[src/rtl/uart_tx_fifo.sv]
// 8N1 UART transmitter with a byte FIFO and CTS-gated frame starts, clocked by clk_pixel.
// Define UART_TX_PARITY_EN to insert an even-parity bit between the data bits and the stop bit.
`timescale 1ns/1ps

module uart_tx_fifo #(
  parameter int unsigned BAUD_COUNT = 645,
  parameter int unsigned FIFO_DEPTH = 16
) (
  input  logic                              clk_in,
  input  logic                              rst_in,
  input  logic [7:0]                        data_in,
  input  logic                              valid_in,
  output logic                              ready_out,
  input  logic                              cts_n_in,
  output logic                              tx_out,
  output logic                              busy_out,
  output logic [$clog2(FIFO_DEPTH+1)-1:0]   count_out
);

  localparam int unsigned PTR_W  = $clog2(FIFO_DEPTH);
  localparam int unsigned CNT_W  = $clog2(FIFO_DEPTH + 1);
  localparam int unsigned BAUD_W = $clog2(BAUD_COUNT);

  typedef enum logic [2:0] {
    ST_IDLE,
    ST_START,
    ST_DATA,
`ifdef UART_TX_PARITY_EN
    ST_PARITY,
`endif
    ST_STOP
  } state_t;

  logic [7:0]        mem [FIFO_DEPTH];
  logic [PTR_W-1:0]  wr_ptr;
  logic [PTR_W-1:0]  rd_ptr;
  logic [1:0]        cts_sync;
  logic              cts_ok;
  logic              push;
  logic              pop;
  logic              can_start;
  logic              baud_wrap;
  logic              line_c;
  state_t            state;
  logic [BAUD_W-1:0] baud_cnt;
  logic [2:0]        bit_idx;
  logic [7:0]        shift;
`ifdef UART_TX_PARITY_EN
  logic              parity_bit;
`endif

  assign ready_out = (count_out < CNT_W'(FIFO_DEPTH));
  assign push      = valid_in && ready_out;
  assign cts_ok    = ~cts_sync[1];
  assign baud_wrap = (baud_cnt == BAUD_W'(BAUD_COUNT - 1));
  assign can_start = (count_out != '0) && cts_ok;
  assign pop       = can_start && ((state == ST_IDLE) || ((state == ST_STOP) && baud_wrap));

  // Flow-control synchronizer; resets to "not clear to send"
  always_ff @(posedge clk_in) begin
    if (rst_in) cts_sync <= 2'b11;
    else        cts_sync <= {cts_sync[0], cts_n_in};
  end

  // Storage array carries no reset; occupancy alone decides what is valid
  always_ff @(posedge clk_in) begin
    if (push) mem[wr_ptr] <= data_in;
  end

  always_ff @(posedge clk_in) begin
    if (rst_in) begin
      wr_ptr    <= '0;
      rd_ptr    <= '0;
      count_out <= '0;
    end else begin
      if (push) wr_ptr <= wr_ptr + PTR_W'(1);
      if (pop)  rd_ptr <= rd_ptr + PTR_W'(1);
      case ({push, pop})
        2'b10:   count_out <= count_out + CNT_W'(1);
        2'b01:   count_out <= count_out - CNT_W'(1);
        default: count_out <= count_out;
      endcase
    end
  end

  // Line level implied by the current state; registered into tx_out one cycle later
  always_comb begin
    line_c = 1'b1;
    case (state)
      ST_START:  line_c = 1'b0;
      ST_DATA:   line_c = shift[0];
`ifdef UART_TX_PARITY_EN
      ST_PARITY: line_c = parity_bit;
`endif
      default:   line_c = 1'b1;
    endcase
  end

  always_ff @(posedge clk_in) begin
    if (rst_in) begin
      state      <= ST_IDLE;
      baud_cnt   <= '0;
      bit_idx    <= '0;
      shift      <= '0;
`ifdef UART_TX_PARITY_EN
      parity_bit <= 1'b0;
`endif
      tx_out     <= 1'b1;
      busy_out   <= 1'b0;
    end else begin
      tx_out   <= line_c;
      busy_out <= (state != ST_IDLE);
      case (state)
        ST_IDLE: begin
          if (pop) begin
            shift      <= mem[rd_ptr];
`ifdef UART_TX_PARITY_EN
            parity_bit <= ^mem[rd_ptr];
`endif
            baud_cnt   <= '0;
            state      <= ST_START;
          end
        end
        ST_START: begin
          if (baud_wrap) begin
            baud_cnt <= '0;
            bit_idx  <= '0;
            state    <= ST_DATA;
          end else begin
            baud_cnt <= baud_cnt + BAUD_W'(1);
          end
        end
        ST_DATA: begin
          if (baud_wrap) begin
            baud_cnt <= '0;
            shift    <= {1'b0, shift[7:1]};
            if (bit_idx == 3'd7) begin
`ifdef UART_TX_PARITY_EN
              state <= ST_PARITY;
`else
              state <= ST_STOP;
`endif
            end else begin
              bit_idx <= bit_idx + 3'd1;
            end
          end else begin
            baud_cnt <= baud_cnt + BAUD_W'(1);
          end
        end
`ifdef UART_TX_PARITY_EN
        ST_PARITY: begin
          if (baud_wrap) begin
            baud_cnt <= '0;
            state    <= ST_STOP;
          end else begin
            baud_cnt <= baud_cnt + BAUD_W'(1);
          end
        end
`endif
        ST_STOP: begin
          if (baud_wrap) begin
            baud_cnt <= '0;
            // Chain straight into the next start bit when a byte is waiting
            if (pop) begin
              shift      <= mem[rd_ptr];
`ifdef UART_TX_PARITY_EN
              parity_bit <= ^mem[rd_ptr];
`endif
              state      <= ST_START;
            end else begin
              state      <= ST_IDLE;
            end
          end else begin
            baud_cnt <= baud_cnt + BAUD_W'(1);
          end
        end
        default: state <= ST_IDLE;
      endcase
    end
  end

endmodule

[config.mk]
export PLATFORM = sky130hd
export DESIGN_NAME = uart_tx_fifo
export DESIGN_NICKNAME = d
export VERILOG_FILES = /design/src/rtl/uart_tx_fifo.sv
export SDC_FILE = /design/constraint.sdc
export NUM_CORES = 1
export LEC_CHECK = 0
export ABC_CLOCK_PERIOD_IN_PS = 3600
export BUFFER_PORTS_ARGS = -buffer_cell sky130_fd_sc_hd__buf_4
export CAP_MARGIN = 20
export CORE_ASPECT_RATIO = 1.2
export CORE_UTILIZATION = 25
export DETAILED_ROUTE_END_ITERATION = 7
export HOLD_SLACK_MARGIN = 0.08
export PLACE_DENSITY = 0.36
export SLEW_MARGIN = 20
export SYNTH_ARGS = -nofsm -noshare
export SYNTH_HDL_FRONTEND = slang
export SYNTH_SLANG_ARGS = --single-unit
[constraint.sdc]
create_clock -name clk_in -period 3.6 [get_ports clk_in]
set_input_delay 0.72 -clock clk_in [delete_from_list [all_inputs] [get_ports clk_in]]
set_output_delay 0.72 -clock clk_in [all_outputs]
set_load 0.05 [all_outputs]
**After elaboration in Yosys (flattened, before gate mapping)**

Memories as Yosys holds them, arrays and structs flattened. A register that Yosys moved wholly into a read port is not among the register bits.
Cells that the tools add are included.

- Flip-flop bits (word level): 41
- Bits in writable memories: 128
- Bits of input ports: 12
- Output and inout port bits: 8
- Memories: 1

Memory list:

| name | depth | bits a word | read ports | clocked after memory_dff | write ports | RTL line | source |
|---|---|---|---|---|---|---|---|
| mem | 16 | 8 | 1 | 1 | 1 | 34 | `logic [7:0] mem [FIFO_DEPTH];` |

- Add/sub/neg operators: 6
- $lt $le $gt $ge: 1
- Equal/unequal tests: 13
- Muxes and demuxes: 24
- Bitwise operators: 1
- Reduce and logical (&&, ||, !) cells: 17

Operators by type and width:

| kind | count |
|---|---|
| 3-bit two-way mux | 8 |
| 8-bit two-way mux | 3 |
| 8-bit case mux with 3 select lines | 1 |
| 10-bit two-way mux | 2 |
| 10-bit case mux with 2 select lines | 1 |
| 2-bit != test, second input constant | 6 |
| 3-bit case mux with 4 select lines | 1 |
| 10-bit by 1-bit adder with 10-bit output, second input constant | 1 |
| 10-bit equality test, second input constant | 1 |
| 5-bit case mux with 2 select lines | 1 |
| 4-bit by 1-bit adder with 4-bit output, second input constant | 2 |
| 4-bit two-way mux | 2 |
| 3-bit by 2-bit equality test with 1-bit output, second input constant | 2 |
| 3-bit case mux with 2 select lines | 1 |
| 2-bit nonzero test | 3 |
| 3-bit nonzero test | 2 |
| 5-bit by 1-bit adder with 5-bit output, second input constant | 1 |
| 5-bit < comparator, second input constant | 1 |
| 5-bit AND reduction | 1 |
| 5-bit nonzero test | 1 |
| 5-bit by 1-bit subtractor with 5-bit output, second input constant | 1 |
| 1-bit logical AND | 4 |
| 4-bit AND reduction | 1 |
| 3-bit by 1-bit adder with 3-bit output, second input constant | 1 |
| 12 further kinds | 14 |

**Longest topological paths before layout**

Gate-level depths: netlist of the first run.

- Depth after elaboration: 7
- Depth in mapped cells: 14

**Worst setup path after synthesis of the first run**

No wires, ideal clock.

- Kind: register to register
- From: register count_out[2]
- To: register count_out[4]
- Setup time: 0.130 ns
- Arrival: 2.802 ns
- Data required time: 3.470 ns
- Path slack: 0.668 ns
- Cell stages (with the launch flop): 14
- Buffers on the path: 2
- Clock period less this slack: 2.932 ns
- Path through: dfxtp_1 -> clkbuf_1 -> nor3_1 -> a21o_1 -> nor2_1 -> ha_1 -> clkbuf_1 -> xor2_1 -> ha_1 -> nor3_1 -> o21bai_1 -> nand4_1 -> o211ai_1 -> nand4_1

- Word-level cells in the longest chain between the ends: 5
- Elaborated cells between the ends (all ways): 11
- Classes of those cells: add/sub (2); order compare (1); eq/ne (2); mux (1); reduce/logical (5)

RTL lines:

| what | RTL line | source |
|---|---|---|
| start, declared | 17 | `output logic [$clog2(FIFO_DEPTH+1)-1:0] count_out` |
| start signal, assigned | 79 | `2'b10: count_out <= count_out + CNT_W'(1);` |
| start signal, assigned | 80 | `2'b01: count_out <= count_out - CNT_W'(1);` |
| start signal, assigned | 81 | `default: count_out <= count_out;` |
| 5-bit nonzero test * | 56 | `assign can_start = (count_out != '0) && cts_ok;` |
| 1-bit logical AND * | 56 |  |
| 1-bit logical AND * | 57 | `assign pop = can_start && ((state == ST_IDLE) \|\| ((state == ST_STOP) && baud_wrap));` |
| net pop | 40 | `logic pop;` |
| 2-bit by 1-bit equality test with 1-bit output / 2-bit equality test (equally long branches) | 78 | `case ({push, pop})` |
| 5-bit case mux with 2 select lines / 2-bit nonzero test (equally long branches) | n/a |  |

The timed path passes the listed nets; every way through them passes the cells marked *.
A chain may end at the register's enable or synchronous reset.

**Worst setup path in the final report of the first run**

- From: register baud_cnt[0]
- To: register count_out[4]

- Word-level cells in the longest chain between the ends: 6
- Elaborated cells between the ends (all ways): 8
- Classes of those cells: eq/ne (3); mux (1); reduce/logical (4)

RTL lines:

| what | RTL line | source |
|---|---|---|
| start, declared | 45 | `logic [BAUD_W-1:0] baud_cnt;` |
| start signal, assigned | 130 | `baud_cnt <= baud_cnt + BAUD_W'(1);` |
| start signal, assigned | 147 | `baud_cnt <= baud_cnt + BAUD_W'(1);` |
| start signal, assigned | 174 | `baud_cnt <= baud_cnt + BAUD_W'(1);` |
| 10-bit equality test * | 55 | `assign baud_wrap = (baud_cnt == BAUD_W'(BAUD_COUNT - 1));` |
| 1-bit logical AND * | 57 |  |
| 1-bit logical OR * | 57 |  |
| 1-bit logical AND * | 57 |  |
| net pop | 40 |  |
| 2-bit by 1-bit equality test with 1-bit output / 2-bit equality test (equally long branches) | 78 |  |
| 5-bit case mux with 2 select lines / 2-bit nonzero test (equally long branches) | n/a |  |

Marks and branches as above.

==> reports/results.ini, run 1 <==
[pwr]
p_sw_mw = 1.28
combPwrFrac = 0.125
clockPowerShare = 0.408
power.total_mw = 4.81
leakagePower_nw = 2.79
peakVddDrop_uv = 308
pwr-share-seq = 0.467
p_int_mw = 3.53
power_density_nw_per_um2 = 564
p_sw_frac = 0.266

[worst_setup_path]
cp_common_cell = ha_1
crit_arrival_ns = 3.36
worstSetupPathType = flop to flop
crit_path_top_delay_cell = a41oi_1
end_kind = flop
critical_path.max_stage_delay_ns = 0.48
critPathRequiredTime_ns = 3.91
critPathLaunchType = flop
worst-path-max-fanout = 9
worstPathCellList = inv_1 -> ha_1 -> and4b_1 -> a41oi_1 -> nor2_1 -> ha_1 -> xor2_1 -> ha_1 -> nor3_1 -> o21bai_1 -> nand4_1 -> o21bai_1 -> nand4_1

[grt]
grt_pass1_wl_mm = 25.8
first_global_vias = 4248
track_usage = 0.120
antenna_found_initial = 0
overflow = 0
grt_max_degree = 45

[timing]
fin_worst_skew_ns = 0.00809
setup_tns_ns = 0
fin_crit_sh = 0.848
final_max_slew_viol_count = 0
fmax_ghz = 0.328
finalWorstSetupSlack_ns = 0.548
whs_ns = 0.421
rsz0062_at_grt = false
slew_headroom = 0.325
period_needed_ns = 3.05
worstMarginPinSlew_ns = 1.01
setup_viol = 0
hold_viol = 0

[clock_network]
tritoncts = done
cts.sinks = 172
root_buffer = clkbuf_16
cts_buffer_depth = 2
post-cts-setup-buffer-count = 0
cts_hold_buffers = 0
insertion_delay_ns = 0.43
cts_buffers = 17
clkSlewWorstSetupHoldPaths_ns = 0.07
cts_resized = 0
h-tree-depth = 4

[drt]
vias = 4130
routed_wl_mm = 16.6
first_pass_iters = 4
drt-wirelength-per-cell_um = 18.1
drtAntennaViolNets = 0
drc = 0
drt_iter0_drc = 191
via_per_inst = 4.51

[logic_synthesis]
ys_warn_count = 0
ys_seq_elements = 172
syn_area_per_cell_sq_um = 14.7
synthArstFlopShare = 0
synthSimpleGateAreaFrac = 0.101
synth-seq-area-share = 0.653
synth_adder_area_share = 0.0259
synth_area_sq_um = 7240
yosys.area_share.xor_xnor = 0.00968
syn_nets = 518
synth_top_flop_cell = edfxtp_1
synth_compound_area_frac = 0.0755
synthMuxAreaShare = 0.114
synth_top_family_by_area = multiplexers
synth_edf_count = 128
synth_cell_types = 52
synthCells = 491

[final_layout]
syn2layout_area_growth_pct = 17.7
final_cell_mix = 128 x edfxtp_1, 49 x nor2_1, 43 x dfxtp_1
fin_area_sq_um = 8520
multi_input_area_sq_um = 2360
final-seq-area_sq_um = 4730
num-nets-final = 550
drive_gt1_frac = 0.216
num_antenna_cells = 0
fill_cells = 2854
final_common_cell = edfxtp_1
fin_cells = 915
postLayoutCoreUtil = 0.302

[place]
dp_hpwl_mm = 11.2
port_buffers = 19
pre_cts_slack_ns = 0.536
place_area_sq_um = 7890
place_inst = 883
globalplace.congestion = 0.725

[die]
coreArea_sq_um = 28200
fp-row-count = 67
initial_core_util = 0.257
die_w_um = 157
io_pins = 20
dieArea_sq_um = 29600
die_h_um = 188

[run]
maxCapViolations = 0

[min_path]
hp-class = flop to flop

[run_status]
run_status = completed

-- metal layers --
metal | wire (um) | GRT usage | vias to the layer above | share of wire
met3 | 391 | 0.0294 | 17 | 0.024
met2 | 8630 | 0.208 | 43 | 0.52
met1 | 7310 | 0.143 | 2097 | 0.44
met4 | 268 | 0.0429 | 0 | 0.016
met5 | 0 | 0 | - | 0
li1 | - | - | 1973 | -
-- final cells by class --
| type | instances | area share |
|---|---|---|
| well taps | 379 | 0.0557 |
| inverters | 15 | 0.00661 |
| repair buffers | 36 | 0.0317 |
| clock inverters | 15 | 0.0236 |
| clock buffers | 17 | 0.0499 |
| multi-input cells | 281 | 0.278 |
| flip-flops and latches | 172 | 0.555 |
-- kinds of logic after synthesis --
logic type	after synthesis
flops	172
simple gates	145
compound gates	73
mux	40
buf+inv	38
fa+ha+maj	15
xor+xnor	8
-- critical path: cells and delay by family, from the launching register on --
| family | cells | cell delay, ns |
|---|---|---|
| and+or+nand+nor | 5 | 0.78 |
| AOI/OAI and AO/OA | 3 | 0.68 |
| adders and majority gates | 3 | 0.82 |
| DFF | 1 | 0.41 |
| buffers and inverters | 1 | 0.06 |
| xor gates and xnor gates | 1 | 0.19 |
-- Yosys cell counts (all sizes together), types with 6 or more instances --
| cell type | instances | share of area |
|---|---|---|
| a21oi | 20 | 0.015 |
| a22oi | 7 | 0.0073 |
| a32o | 6 | 0.0083 |
| buf | 10 | 0.0062 |
| clkbuf | 13 | 0.0067 |
| dfxtp | 44 | 0.12 |
| edfxtp | 128 | 0.53 |
| ha | 15 | 0.026 |
| inv | 15 | 0.0078 |
| mux2i | 6 | 0.0083 |
| mux4 | 34 | 0.11 |
| nand2 | 21 | 0.011 |
| nand2b | 9 | 0.0078 |
| nand3 | 12 | 0.0083 |
| nor2 | 49 | 0.025 |
| nor3 | 16 | 0.011 |
| nor4 | 7 | 0.0081 |
| o21ai | 10 | 0.0069 |
-- path summary, 6_finish.rpt --
path	from	endpoint	slack, ns	cells after the start
worst min register to register	cts_sync[0]	cts_sync[1]	0.42	1
worst max-delay path	baud_cnt[0]	count_out[4]	0.55	13
worst min-delay path	cts_sync[0]	cts_sync[1]	0.42	1
worst max register to register	baud_cnt[0]	count_out[4]	0.55	13
-- power by group through the flow --
stage	sequential [mW]	combinational (mW)	clock, mW
floorplan	2.31	0.396	0
global placement	2.29	0.617	0
detailed placement	2.29	0.618	0
CTS	2.24	0.620	2.02
global route	2.25	0.670	2.09
finish	2.24	0.602	1.96
-- flip-flops by register name (all words and copies together), names as in the netlist, named ones only --
| signal | cells |
|---|---|
| cts_sync | 2 |
| rd_ptr | 4 |
| state | 2 |
| shift | 8 |
| mem | 128 |
| busy_out | 1 |
| tx_out | 1 |
| baud_cnt | 10 |
| bit_idx | 3 |
| count_out | 5 |
| wr_ptr | 4 |
Note: power is estimated with default switching activity, not from simulation.
==> run 2, diff against run 1 <==
ABC_AREA = 1   (was unset)
ABC_CLOCK_PERIOD_IN_PS = 2500   (was 3600)
PLACE_DENSITY = 0.37   (was 0.36)
clock period = 2.5 ns   (was 3.6 ns; I/O delays follow)
==> run 2 against run 1 <==
Against the previous run: clock-buffer cell count stayed put; global-route usage is 1.6 points higher; synthesized cell count is 44% higher; sequential cell count stayed put.
==> reports/results.ini, run 2 <==
[die]
fp-row-count = 68
dieArea_sq_um = 30000
initial_core_util = 0.255
io_pins = 20
die_w_um = 158
die_h_um = 190
coreArea_sq_um = 28800

[timing]
setup_viol = 0
period_needed_ns = 2.23
final_max_slew_viol_count = 0
hold_viol = 0
fin_crit_sh = 0.894
fmax_ghz = 0.448
worstMarginPinSlew_ns = 0.693
slew_headroom = 0.538
fin_worst_skew_ns = 0.00838

[logic_synthesis]
syn_area_per_cell_sq_um = 10.4
ys_warn_count = 0
synthArstFlopShare = 0
yosysMostFrequentCell = edfxtp_1
synthTopCellsByArea = edfxtp_1 52%, dfxtp_1 12%, nor2_1 6.4%
ys_seq_elements = 172
synth_top_flop_cell = edfxtp_1
synth_edf_count = 128
synth_cell_types = 38
synth.top_cell.area_share = 0.525
synth-seq-area-share = 0.645
synthCells = 707
synth_top_area_cell = edfxtp_1
synth_common_cells = 128 x edfxtp_1, 124 x nor2_1, 94 x nand2_1
syn_nets = 734
synth_area_sq_um = 7330

[final_layout]
drive_gt1_frac = 0.151
top_register = mem
largest_register_ffs = 128
syn2layout_area_growth_pct = 19.0
fin_cells = 1146
final_cell_mix = 128 x edfxtp_1, 121 x nor2_1, 94 x nand2_1
num-nets-final = 775
num_antenna_cells = 0
final_common_cell = edfxtp_1
reg_top3 = mem x128, baud_cnt x10, shift x8

[worst_setup_path]
r2r_slack_ns = 0.27
reg2regPathDepth = 18
critPathRequiredTime_ns = 2.82
cp-startpoint = baud_cnt[1]
worst-path-max-fanout = 6
rr_startpoint = baud_cnt[1]
end_kind = flop
crit_arrival_ns = 2.55
r2r-end = count_out[4]
worstSetupPathType = flop to flop
endpoint = count_out[4]
critPathLaunchType = flop

[clock_network]
tritoncts = done
cts_buffer_depth = 2
cts_buffers = 17
insertion_delay_ns = 0.43
h-tree-depth = 4
root_buffer = clkbuf_16
clkSlewWorstSetupHoldPaths_ns = 0.07
cts.sinks = 172

[drt]
drt-wirelength-per-cell_um = 16.6
drc = 0
drtAntennaViolNets = 0
vias = 5088
routed_wl_mm = 19.1
first_pass_iters = 4
drt_iter0_drc = 268
via_per_inst = 4.44

[grt]
track_usage = 0.136
grt_use_met3 = 0.0272
antenna_found_initial = 0
grt_pass1_wl_mm = 29.7
grt_max_degree = 67
met1_usage = 0.171
first_global_vias = 5104
use_met2 = 0.232
overflow = 0
top_usage_layer = met2

[place]
place_inst = 1110
dp_hpwl_mm = 12.5
port_buffers = 19
globalplace.congestion = 0.817

[run]
maxCapViolations = 0

[min_path]
hp-class = primary input to flop

[pwr]
power.total_mw = 7.69
peakVddDrop_uv = 403
leakagePower_nw = 3.15
power_density_nw_per_um2 = 882

[run_status]
run_status = completed

[run 2: changes by cell type after synthesis, moves of 7 or more]
cell,before,now
o21ai_0,10,86
nor2_1,49,124
nand2_1,21,94
mux4_2,34,0
inv_1,15,48
o22ai_1,0,26
nand3_1,12,27
a21oi_1,18,31
nor3_1,16,6
nand2b_1,9,0
a22oi_1,7,0
o21ai_1,0,7
[run 2: timing repair]
action | 4_1_cts | 5_1_grt
endpoints found under the setup margin | 0 | 4
gates resized for setup | 0 | 14
buffers inserted | 0 | 4
hold buffers | 0 | 0
[run 2: how the worst min path moves through the flow]
stage / slack (ns) / end / start / cells after the start
6_report: 0.26 / cts_sync[0] / cts_n_in / 2
2_1_floorplan: 0.39 / cts_sync[1] / cts_sync[0] / 1
3_5_place_dp: 0.39 / cts_sync[1] / cts_sync[0] / 1
4_1_cts: 0.23 / cts_sync[0] / cts_n_in / 2
5_1_grt: 0.24 / cts_sync[0] / cts_n_in / 2
3_3_place_gp: 0.40 / cts_sync[1] / cts_sync[0] / 1
[run 2: metal layers]
metal  wire, um  up-vias
li1           -     2541
met1       8690     2478
met2       9730       58
met3        442       11
met4        189        0
met5          0        -
[run 2: per-stage QoR]
stage,TNS [ns],setup slack [ns],cell area (sq um),hold slack (ns),utilization
2_1_floorplan,0,0.0655,7330,0.389,-
3_3_place_gp,0,0.112,8050,0.397,0.280
3_5_place_dp,0,0.0916,8050,0.394,0.280
4_1_cts,0,0.0593,8640,0.232,0.301
5_1_grt,-0.0170,-0.0170,8720,0.243,0.303
6_report,0,0.266,8720,0.257,0.303
[run 2: area by class of cell]
cell class	instances	area [sq um]
clock inverters	15	164
fillers	3052	20000
well taps	385	482
multi-input cells	452	2300
flip-flops and latches	172	4730
clock buffers	17	425
repair buffers	51	408
inverters	54	209
[run 2: worst max-delay path, cell delays in order (launching register included)]
cell      delay, ns
dfxtp_1        0.33
inv_2          0.07
ha_2           0.17
nand2_1        0.06
nor2_2         0.15
nand3_4        0.11
nand2_4        0.12
nand2_4        0.09
clkinv_2       0.08
ha_4           0.17
xor2_2         0.17
ha_2           0.18
inv_1          0.05
nand2_1        0.07
nand2_1        0.06
nand3_1        0.06
nand2_1        0.05
nor2_1         0.09
nor2_1         0.04
[run 2: kinds of logic after synthesis]
| group | count (synthesis) | share of synthesized area |
|---|---|---|
| AO/OA/AOI/OAI | 167 | 0.125 |
| XOR/XNOR | 3 | 0.00359 |
| adder cells (fa/ha/maj) | 15 | 0.0256 |
| buffers and inverters | 83 | 0.0468 |
| flip-flops | 172 | 0.645 |
| AND/OR/NAND/NOR | 267 | 0.154 |
[run 2: power by group]
part           leakage [nW]  switching [mW]  internal [mW]
combinational          1.35            1.15          0.565
clock                 0.286            1.16           1.49
sequential             1.51          0.0974           3.23
